### config.mk
export PLATFORM = sky130hd
export DESIGN_NAME = sort4_feeder
export DESIGN_NICKNAME = d
export VERILOG_FILES = /design/src/rtl/sort4_feeder.sv
export SDC_FILE = /design/constraint.sdc
export NUM_CORES = 1
export LEC_CHECK = 0
export ABC_CLOCK_PERIOD_IN_PS = 2880
export CAP_MARGIN = 20
export CORE_MARGIN = 4
export CORE_UTILIZATION = 35
export CTS_BUF_LIST = sky130_fd_sc_hd__clkbuf_16
export CTS_CLUSTER_DIAMETER = 40
export CTS_CLUSTER_SIZE = 12
export DETAILED_ROUTE_END_ITERATION = 7
export PLACE_DENSITY = 0.66
export SYNTH_ARGS = -nofsm -noshare
export SYNTH_HDL_FRONTEND = slang
export SYNTH_SLANG_ARGS = --single-unit
### constraint.sdc
create_clock -name clk -period 2.88 [get_ports clk]
set_input_delay 0.576 -clock clk [delete_from_list [all_inputs] [get_ports clk]]
set_output_delay 0.576 -clock clk [all_outputs]
set_load 0.02 [all_outputs]
### src/rtl/sort4_feeder.sv
// Collects four unsigned elements, sorts them with a 3-stage compare-exchange network, and
// writes them alternately into the low/high half of inba. Option: SORT4_FEEDER_GRPCNT_EN adds grp_cnt.
module sort4_feeder #(
  parameter int WIDTH = 8
) (
  input  logic               clk,
  input  logic               rst,
  input  logic               in_valid,
  input  logic [WIDTH-1:0]   in_data,
  output logic               in_ready,
  output logic [1:0]         load,
  output logic [8*WIDTH-1:0] inba
`ifdef SORT4_FEEDER_GRPCNT_EN
  ,
  output logic [7:0]         grp_cnt
`endif
);

  typedef enum logic [1:0] {
    COLLECT = 2'd0,
    S1      = 2'd1,
    S2      = 2'd2,
    S3      = 2'd3
  } state_t;

  state_t               state_r, state_s;
  logic [WIDTH-1:0]     slot_r [4];
  logic [WIDTH-1:0]     slot_s [4];
  logic [1:0]           cnt_r, cnt_s;
  logic                 sel_r, sel_s;
  logic                 in_ready_r;
  logic [1:0]           load_r, load_s;
  logic [8*WIDTH-1:0]   inba_r, inba_s;
  logic [2*WIDTH-1:0]   pair_a_s, pair_b_s;
  logic [4*WIDTH-1:0]   half_s;

  // Returns {larger, smaller}; equal operands keep their order.
  function automatic logic [2*WIDTH-1:0] cmpx(input logic [WIDTH-1:0] lo,
                                              input logic [WIDTH-1:0] hi);
    logic [2*WIDTH-1:0] res;
    if (lo > hi) begin
      res = {lo, hi};
    end else begin
      res = {hi, lo};
    end
    return res;
  endfunction

  // Next-state, slot network and output-register inputs
  always_comb begin
    state_s  = state_r;
    cnt_s    = cnt_r;
    sel_s    = sel_r;
    load_s   = 2'b00;
    inba_s   = inba_r;
    pair_a_s = {(2*WIDTH){1'b0}};
    pair_b_s = {(2*WIDTH){1'b0}};
    half_s   = {(4*WIDTH){1'b0}};
    for (int i = 0; i < 4; i++) begin
      slot_s[i] = slot_r[i];
    end
    case (state_r)
      COLLECT: begin
        if (in_valid) begin
          slot_s[cnt_r] = in_data;
          if (cnt_r == 2'd3) begin
            cnt_s   = 2'd0;
            state_s = S1;
          end else begin
            cnt_s   = cnt_r + 2'd1;
          end
        end else begin
          state_s = COLLECT;
        end
      end
      S1: begin
        pair_a_s  = cmpx(slot_r[0], slot_r[1]);
        pair_b_s  = cmpx(slot_r[2], slot_r[3]);
        slot_s[0] = pair_a_s[WIDTH-1:0];
        slot_s[1] = pair_a_s[2*WIDTH-1:WIDTH];
        slot_s[2] = pair_b_s[WIDTH-1:0];
        slot_s[3] = pair_b_s[2*WIDTH-1:WIDTH];
        state_s   = S2;
      end
      S2: begin
        pair_a_s  = cmpx(slot_r[0], slot_r[2]);
        pair_b_s  = cmpx(slot_r[1], slot_r[3]);
        slot_s[0] = pair_a_s[WIDTH-1:0];
        slot_s[2] = pair_a_s[2*WIDTH-1:WIDTH];
        slot_s[1] = pair_b_s[WIDTH-1:0];
        slot_s[3] = pair_b_s[2*WIDTH-1:WIDTH];
        state_s   = S3;
      end
      S3: begin
        pair_a_s  = cmpx(slot_r[1], slot_r[2]);
        slot_s[1] = pair_a_s[WIDTH-1:0];
        slot_s[2] = pair_a_s[2*WIDTH-1:WIDTH];
        // Lane 0 sits at the LSB, so the smallest element goes last in the concatenation.
        half_s    = {slot_r[3], pair_a_s, slot_r[0]};
        if (sel_r) begin
          inba_s[8*WIDTH-1:4*WIDTH] = half_s;
          load_s                    = 2'b10;
        end else begin
          inba_s[4*WIDTH-1:0]       = half_s;
          load_s                    = 2'b01;
        end
        sel_s   = ~sel_r;
        state_s = COLLECT;
      end
      default: begin
        state_s = COLLECT;
        cnt_s   = 2'd0;
      end
    endcase
  end

  // State, slot and output registers
  always_ff @(posedge clk or negedge rst) begin
    if (!rst) begin
      state_r    <= COLLECT;
      cnt_r      <= 2'd0;
      sel_r      <= 1'b0;
      in_ready_r <= 1'b1;
      load_r     <= 2'b00;
      inba_r     <= {(8*WIDTH){1'b0}};
      for (int i = 0; i < 4; i++) begin
        slot_r[i] <= {WIDTH{1'b0}};
      end
    end else begin
      state_r    <= state_s;
      cnt_r      <= cnt_s;
      sel_r      <= sel_s;
      in_ready_r <= (state_s == COLLECT);
      load_r     <= load_s;
      inba_r     <= inba_s;
      for (int i = 0; i < 4; i++) begin
        slot_r[i] <= slot_s[i];
      end
    end
  end

  assign in_ready = in_ready_r;
  assign load     = load_r;
  assign inba     = inba_r;

`ifdef SORT4_FEEDER_GRPCNT_EN
  logic [7:0] grp_cnt_r;

  // Emitted-group counter, wraps naturally at 8 bits
  always_ff @(posedge clk or negedge rst) begin
    if (!rst) begin
      grp_cnt_r <= 8'd0;
    end else if (state_r == S3) begin
      grp_cnt_r <= grp_cnt_r + 8'd1;
    end else begin
      grp_cnt_r <= grp_cnt_r;
    end
  end

  assign grp_cnt = grp_cnt_r;
`endif

  sort4_feeder_chk u_chk (
    .clk      (clk),
    .rst      (rst),
    .in_ready (in_ready),
    .load     (load)
  );

endmodule

// Protocol properties of the sort4_feeder outputs.
module sort4_feeder_chk (
  input logic       clk,
  input logic       rst,
  input logic       in_ready,
  input logic [1:0] load
);

  a_load_not_both: assert property (@(posedge clk) disable iff (!rst) load != 2'b11);
  a_load_ready:    assert property (@(posedge clk) disable iff (!rst) (load != 2'b00) |-> in_ready);
  a_load_single:   assert property (@(posedge clk) disable iff (!rst) (load != 2'b00) |=> (load == 2'b00));

endmodule

# Word level (Yosys, flattened, before mapping)
# Index checks and enable logic that the tools add are counted.
# word_totals
register_bits	104
inputBits	11
wordCells	59
# op_classes
addsub	1
magnitude_cmp	7
eq_ne	9
mux	18
n_bitwise	2
n_reduce_logical	11
# ops
operator	n
16-bit two-way mux	5
16-bit case mux with 4 select lines	1
8-bit case mux with 3 select lines	2
8-bit > comparator	5
32-bit bitwise mux	1
32-bit two-way mux	1
8-bit demux with 2-bit select	1
2-bit two-way mux	5
2-bit inequality test, second input constant	5
8-bit two-way mux	1
2-bit case mux with 4 select lines	1
4-bit AND reduction	2
2-bit == test, second input constant	3
2-bit AND reduction	3
3-bit AND reduction	2
2-bit logical NOT	2
3-bit greater-or-equal comparator, second input constant	1
3-bit by 1-bit less-than comparator with 1-bit output, second input constant	1
2-bit inverter with 3-bit output	1
3-bit nonzero test	1
2-bit by 1-bit adder with 2-bit output, second input constant	1
2-bit by 1-bit == test with 1-bit output, second input constant	1
1-bit logical AND	1
1-bit inverter	1

# Longest topological paths before layout
# Gate-level depths: netlist of run 1.
# depth
ltp_word	8
ltp_mapped	9
ltp_nobuf	8

# Worst setup path after synthesis of run 1
# Ideal clock, no wire load.
# synth_path
kind	register -> register
startpoint	reg with a tool-made name
endpoint	reg with a tool-made name
setup_ns	0.125
arrival_time_ns	1.986
path_slack_ns	0.769
path_stages_with_launch	9
period_less_slack_ns	2.111
cell_sequence	dfrtp_1 inv_1 ha_1 nor2b_1 o211ai_2 a21oi_1 o22a_2 o211ai_4 mux2_4

==> flow_summary_export.csv, run 1 <==
group,metric,value,unit
clocking,cts_tree,"built",
sta,hold_viol_final,0,
route,wire_per_inst,19.7,um
sta,setup_viol,0,
clocking,cts_buffer_depth,2,
sta,worst_pin_slew,0.904,ns
route,first_pass_iters,5,
route,ant_nets,0,
place,portBuffers,77,
place,dp_hpwl,12.4,mm
worst_setup_path,worstPathCellList,"inv_1, ha_1, and4_1, a21boi_4, o21a_1, buf_4, o221ai_2, o2bb2ai_1",
grt,grt.met1_usage,0.254,
route,vias,4678,
sta,max-slew-margin-rel,0.397,
cells_and_area,fin_util,0.446,
die,fp.coreArea,0.0161,mm2
worst_setup_path,critPathMaxFanout,10,
job,max_cap_violations,0,
route,initialDrtViolationCount,481,
route,viasPerCell,5.52,
clocking,holdBufCountCts,0,
yosys,ys_ff_latch,104,
clocking,cts_buffers,9,
clocking,path_clk_slew,0.07,ns
yosys,synth-main-ff-cell,"dfrtp_1",
clocking,root_buffer,"clkbuf_16",
worst_setup_path,critPathRequiredTime,3.15,ns
worst_setup_path,critical_path.max_stage_delay,0.53,ns
sta,rsz0062_at_grt,"no",
worst_setup_path,crit_type,"reg -> reg",
worst_setup_path,critPathLaunchType,"flip-flop",
place,gp_congestion,0.924,
clocking,postCtsSetupBuffers,0,
worst_setup_path,endpoint_kind,"flip-flop",
yosys,synth_fp_nets,611,
sta,fin_crit_sh,0.887,
worst_setup_path,crit_slowest_cell,"dfrtp_1",
yosys,yosysUniqueCellTypes,55,
clocking,clkLatencyLatePin,0.36,ns
worst_hold_path,hold_path_class,"in -> async",
sta,fin_crit,2.55,ns
cells_and_area,drive_above_1_share,0.123,
cells_and_area,syn_to_final_growth,23.1,%
grt,grt_first_pass_wirelength,26.4,mm
die,dieHeight,137,um
grt,grt_pass1_vias,4710,
sta,fin_tns_setup,0,ns
yosys,avgSynthCellArea,10.6,um2
grt,antenna_found_initial,0,
yosys,synth_async_sr_flop_share,1.00,
grt,grt_max_degree,70,
grt,top_usage_layer,"met2",
grt,grt.met2_usage,0.283,
yosys,synth_cells,550,
clocking,cts_resized,0,
clocking,htree_levels,3,
yosys,seq_area_frac_synth,0.446,
grt,grt_util_met3,0.0453,
yosys,yosys_warnings,0,
sta,slew_violations,0,
cells_and_area,finish.net_count,688,
route,drc,0,
sta,max_freq,392,MHz
route,routed_wl,16.7,mm
sta,skew,0.00632,ns
yosys,syn-cell-area,0.00584,mm2
status,status,"completed",
clocking,cts_num_sinks,104,
grt,grt-ovfl-total,0,
die,ioPinCount,78,
die,fp.dieArea,0.0188,mm2
yosys,synth_edf_count,0,
die,start_util,0.363,
cells_and_area,num-fill-cells,1517,
die,row_count,46,
grt,grt_usage,0.185,
worst_setup_path,critPathArrivalTime,2.83,ns
cells_and_area,num_antenna_cells,0,
die,die_w,137,um
## critical path, delay by kind of cell (launching register included)
family | cells | cell delay [ns]
flip-flops | 1 | 0.53
AO/OA/AOI/OAI | 4 | 0.97
adder cells (fa/ha/maj) | 1 | 0.37
buffers and inverters | 2 | 0.39
AND/OR/NAND/NOR | 1 | 0.21
## synth_stat cells (8+ instances only)
cell type / count / area, um2
a221oi_1: 16 / 140
inv_1: 37 / 139
clkbuf_1: 15 / 56.3
mux2i_1: 24 / 240
ha_1: 50 / 626
o21ai_0: 38 / 190
a21oi_1: 12 / 60.1
o22ai_1: 16 / 100
o21ai_1: 17 / 85.1
dfrtp_1: 103 / 2580
o2bb2ai_1: 16 / 140
a22oi_1: 24 / 180
mux2_2: 17 / 191
nor2_1: 24 / 90.1
nand2_1: 58 / 218
a22o_1: 8 / 70.1
## layer usage
metal	routed length [um]	up-vias
li1	-	2171
met1	7480	2286
met2	7560	188
met3	1170	33
met4	475	0
met5	0	-
## worst paths after layout
check	endpoint	slack, ns	cells past startpoint
max in group asynchronous	inba[62]	1.83	2
worst max-delay path	flip-flop	0.33	8
worst min register to register	inba[28]	0.48	2
worst max register to register	flip-flop	0.33	8
min in group clk	inba[28]	0.48	2
worst min-delay path	inba[24]	0.36	1
## cell usage in the layout, fill, tap and decap left out, types with 24 or more instances in the layout
cell	count
inv_1	39
nand2_1	57
ha_1	50
o21ai_0	38
dfrtp_1	103
a22oi_1	24
mux2i_1	24
clkdlybuf4s50_1	76
nor2_1	24
## cells by family (layout without fill, tap and decap cells)
family | count (synthesis) | in the layout | share of synthesized area
flops | 104 | 104 | 0.446
buf+inv | 66 | 148 | 0.0475
mux | 49 | 49 | 0.0938
fa+ha+maj | 50 | 50 | 0.107
compound gates | 171 | 171 | 0.221
xor+xnor | 1 | 1 | 0.00150
simple gates | 109 | 109 | 0.0831
## per-stage QoR
stage | hold slack, ns | instances | instance area, um2 | setup WS, ns
after floorplan | 0.280 | 550 | 5840 | 0.769
after global placement | 0.464 | 832 | 6900 | 0.444
after detailed placement | 0.469 | 832 | 6900 | 0.383
after CTS | 0.387 | 848 | 7190 | 0.355
after global routing | 0.427 | 848 | 7190 | 0.189
final | 0.361 | 848 | 7190 | 0.327
## cell type report
class	instances	area (um2)	share of cell area
Tap cell	216	270	0.0376
Sequential cell	104	2600	0.362
Inverter	38	143	0.0198
Clock buffer	9	225	0.0313
Multi-Input combinational cell	380	2970	0.412
Clock inverter	7	65.1	0.00905
Timing Repair Buffer	94	921	0.128
Power of run 1 is left out: the tool's default activity adds up to more than one toggle a clock period on the data nets, which glitch-free logic cannot reach.
==> run 2: changes to the inputs <==
Settings changed: ABC_AREA set to 1.
==> run 2 against run 1 <==
Global-route usage is essentially flat; synthesized cell count rose by 42%; die area increased by 5.4%; count of clock-buffer cells in the layout is the same; sequential share of layout area down 1.1 points; critical path depth up 3; fmax increased by 5.8%; sequential cell count did not move; non-clock buffer count down 6; clock skew rose by 0.0021 ns; core utilization decreased by 1.7 points.
==> flow_summary_export.csv, run 2 <==
group,metric,value,unit
yosys,seq_area_frac_synth,0.422,
worst_setup_path,cp_num_buf_inv,1,
die,row_count,48,
sta,fin_crit,2.41,ns
cells_and_area,syn_to_final_growth,20.3,%
worst_hold_path,hold_path_class,"in -> async",
sta,max-slew-margin-rel,0.437,
yosys,synth_async_sr_flop_share,1.00,
cells_and_area,num_antenna_cells,0,
worst_setup_path,worstPathCellList,"inv_1, ha_1, nand2_2, nor2_4, nand4_4, nand2_4, nand2_1, nand3_1, nand2_1, nand2_1, a21oi_1",
die,fp.coreArea,0.0173,mm2
clocking,root_buffer,"clkbuf_16",
cells_and_area,drive_above_1_share,0.0870,
yosys,synth_top_area_share,0.417,
clocking,clkLatencyLatePin,0.36,ns
sta,skew,0.00846,ns
job,max_cap_violations,0,
place,gp_congestion,0.986,
clocking,cts_buffer_depth,2,
route,drc,0,
die,die_w,141,um
yosys,ys_ff_latch,104,
yosys,synth_edf_count,0,
cells_and_area,finish.net_count,907,
worst_setup_path,critPathRequiredTime,3.13,ns
route,vias,5459,
worst_setup_path,critical_path.max_stage_delay,0.41,ns
sta,setup_viol,0,
route,wire_per_inst,16.6,um
grt,grt-ovfl-total,0,
worst_setup_path,crit_top_cell,"nand2_1",
clocking,cts_resized,0,
cells_and_area,mostFrequentLayoutCell,"nand2_1",
route,initialDrtViolationCount,613,
grt,antenna_found_initial,0,
sta,fin_crit_sh,0.838,
worst_setup_path,critPathLaunchType,"flip-flop",
sta,fin_tns_setup,0,ns
yosys,avgSynthCellArea,7.93,um2
sta,rsz0062_at_grt,"no",
die,start_util,0.357,
sta,hold_viol_final,0,
worst_setup_path,critPathMaxFanout,17,
die,dieHeight,141,um
die,ioPinCount,78,
clocking,cts_num_sinks,104,
yosys,synthMostInstantiatedCell,"nand2_1",
yosys,yosysUniqueCellTypes,34,
grt,grt_first_pass_wirelength,28.7,mm
status,status,"completed",
yosys,syn-cell-area,0.00618,mm2
clocking,cts_tree,"built",
grt,grt_usage,0.184,
sta,slew_violations,0,
grt,grt_pass1_vias,5194,
route,first_pass_iters,5,
grt,grt_max_degree,55,
worst_setup_path,path_delay_family,"simple AND/OR/NAND/NOR gates",
worst_setup_path,crit_type,"reg -> reg",
route,viasPerCell,5.07,
yosys,synthTopCellsByCount,"nand2_1, dfrtp_1, inv_1",
yosys,synth_area_leaders,"dfrtp_1, nand2_1, ha_1",
yosys,synth_fp_nets,840,
worst_setup_path,crit_slowest_cell,"dfrtp_1",
worst_setup_path,endpoint_kind,"flip-flop",
yosys,yosysTopAreaCell,"dfrtp_1",
die,fp.dieArea,0.0198,mm2
route,ant_nets,0,
yosys,synth-main-ff-cell,"dfrtp_1",
clocking,cts_buffers,9,
yosys,synth_cells,779,
clocking,path_clk_slew,0.07,ns
clocking,htree_levels,3,
clocking,holdBufCountCts,0,
yosys,yosys_warnings,0,
route,routed_wl,17.8,mm
sta,worst_pin_slew,0.843,ns
cells_and_area,final_cell_mix,"nand2_1, dfrtp_1, inv_1",
sta,max_freq,414,MHz
place,portBuffers,77,
clocking,postCtsSetupBuffers,0,
place,dp_hpwl,13.5,mm
worst_setup_path,critPathArrivalTime,2.66,ns
## run 2: changes by cell type in the layout (fill, tap and decap cells not counted), sizes merged, moves of 25 or more
cell,before,now
nand2,58,229
inv,40,96
mux2,25,0
o21ai,57,102
nor2,24,56
nand3,3,34
## run 2: final cells by class
type | count | area [um2]
Fill cell | 1802 | 9870
Multi-Input combinational cell | 549 | 3040
Tap cell | 225 | 282
Inverter | 94 | 353
Timing Repair Buffer | 88 | 876
Clock inverter | 7 | 47.5
Clock buffer | 9 | 225
Sequential cell | 104 | 2600
## run 2: final timing paths
| kind | end | slack [ns] | depth (start not counted) |
|---|---|---|---|
| setup / recovery | flip-flop | 0.47 | 11 |
| hold / removal | asynchronous set/reset pin | 0.21 | 1 |
| setup reg to reg | flip-flop | 0.47 | 11 |
| hold reg to reg | inba[24] | 0.48 | 2 |
| max in group asynchronous | inba[12] | 1.99 | 2 |
| min in group clk | inba[24] | 0.48 | 2 |
## run 2: metrics by stage
| stage | instances | instance area (um2) | worst slack (ns) | util | hold slack [ns] |
|---|---|---|---|---|---|
| 2_1_floorplan | 779 | 6180 | 1.01 | - | 0.280 |
| 3_3_place_gp | 1060 | 7160 | 0.512 | 0.414 | 0.466 |
| 3_5_place_dp | 1060 | 7160 | 0.488 | 0.414 | 0.473 |
| 4_1_cts | 1076 | 7430 | 0.479 | 0.429 | 0.233 |
| 5_1_grt | 1076 | 7430 | 0.238 | 0.429 | 0.263 |
| 6_report | 1076 | 7430 | 0.466 | 0.429 | 0.210 |
## run 2: cell families after synthesis
logic type / count (synthesis) / share of synthesized area
simple gates: 325 / 0.229
compound gates: 174 / 0.162
buf+inv: 126 / 0.0865
flops: 104 / 0.422
fa+ha+maj: 50 / 0.101
## run 2: layer usage
layer,GRT usage,share of wire,vias to the layer above
li1,-,-,2665
met1,0.257,0.45,2548
met2,0.285,0.45,211
met3,0.0434,0.071,35
met4,0.0566,0.025,0
met5,0,0,-
Power of run 2 is left out for the same reason.
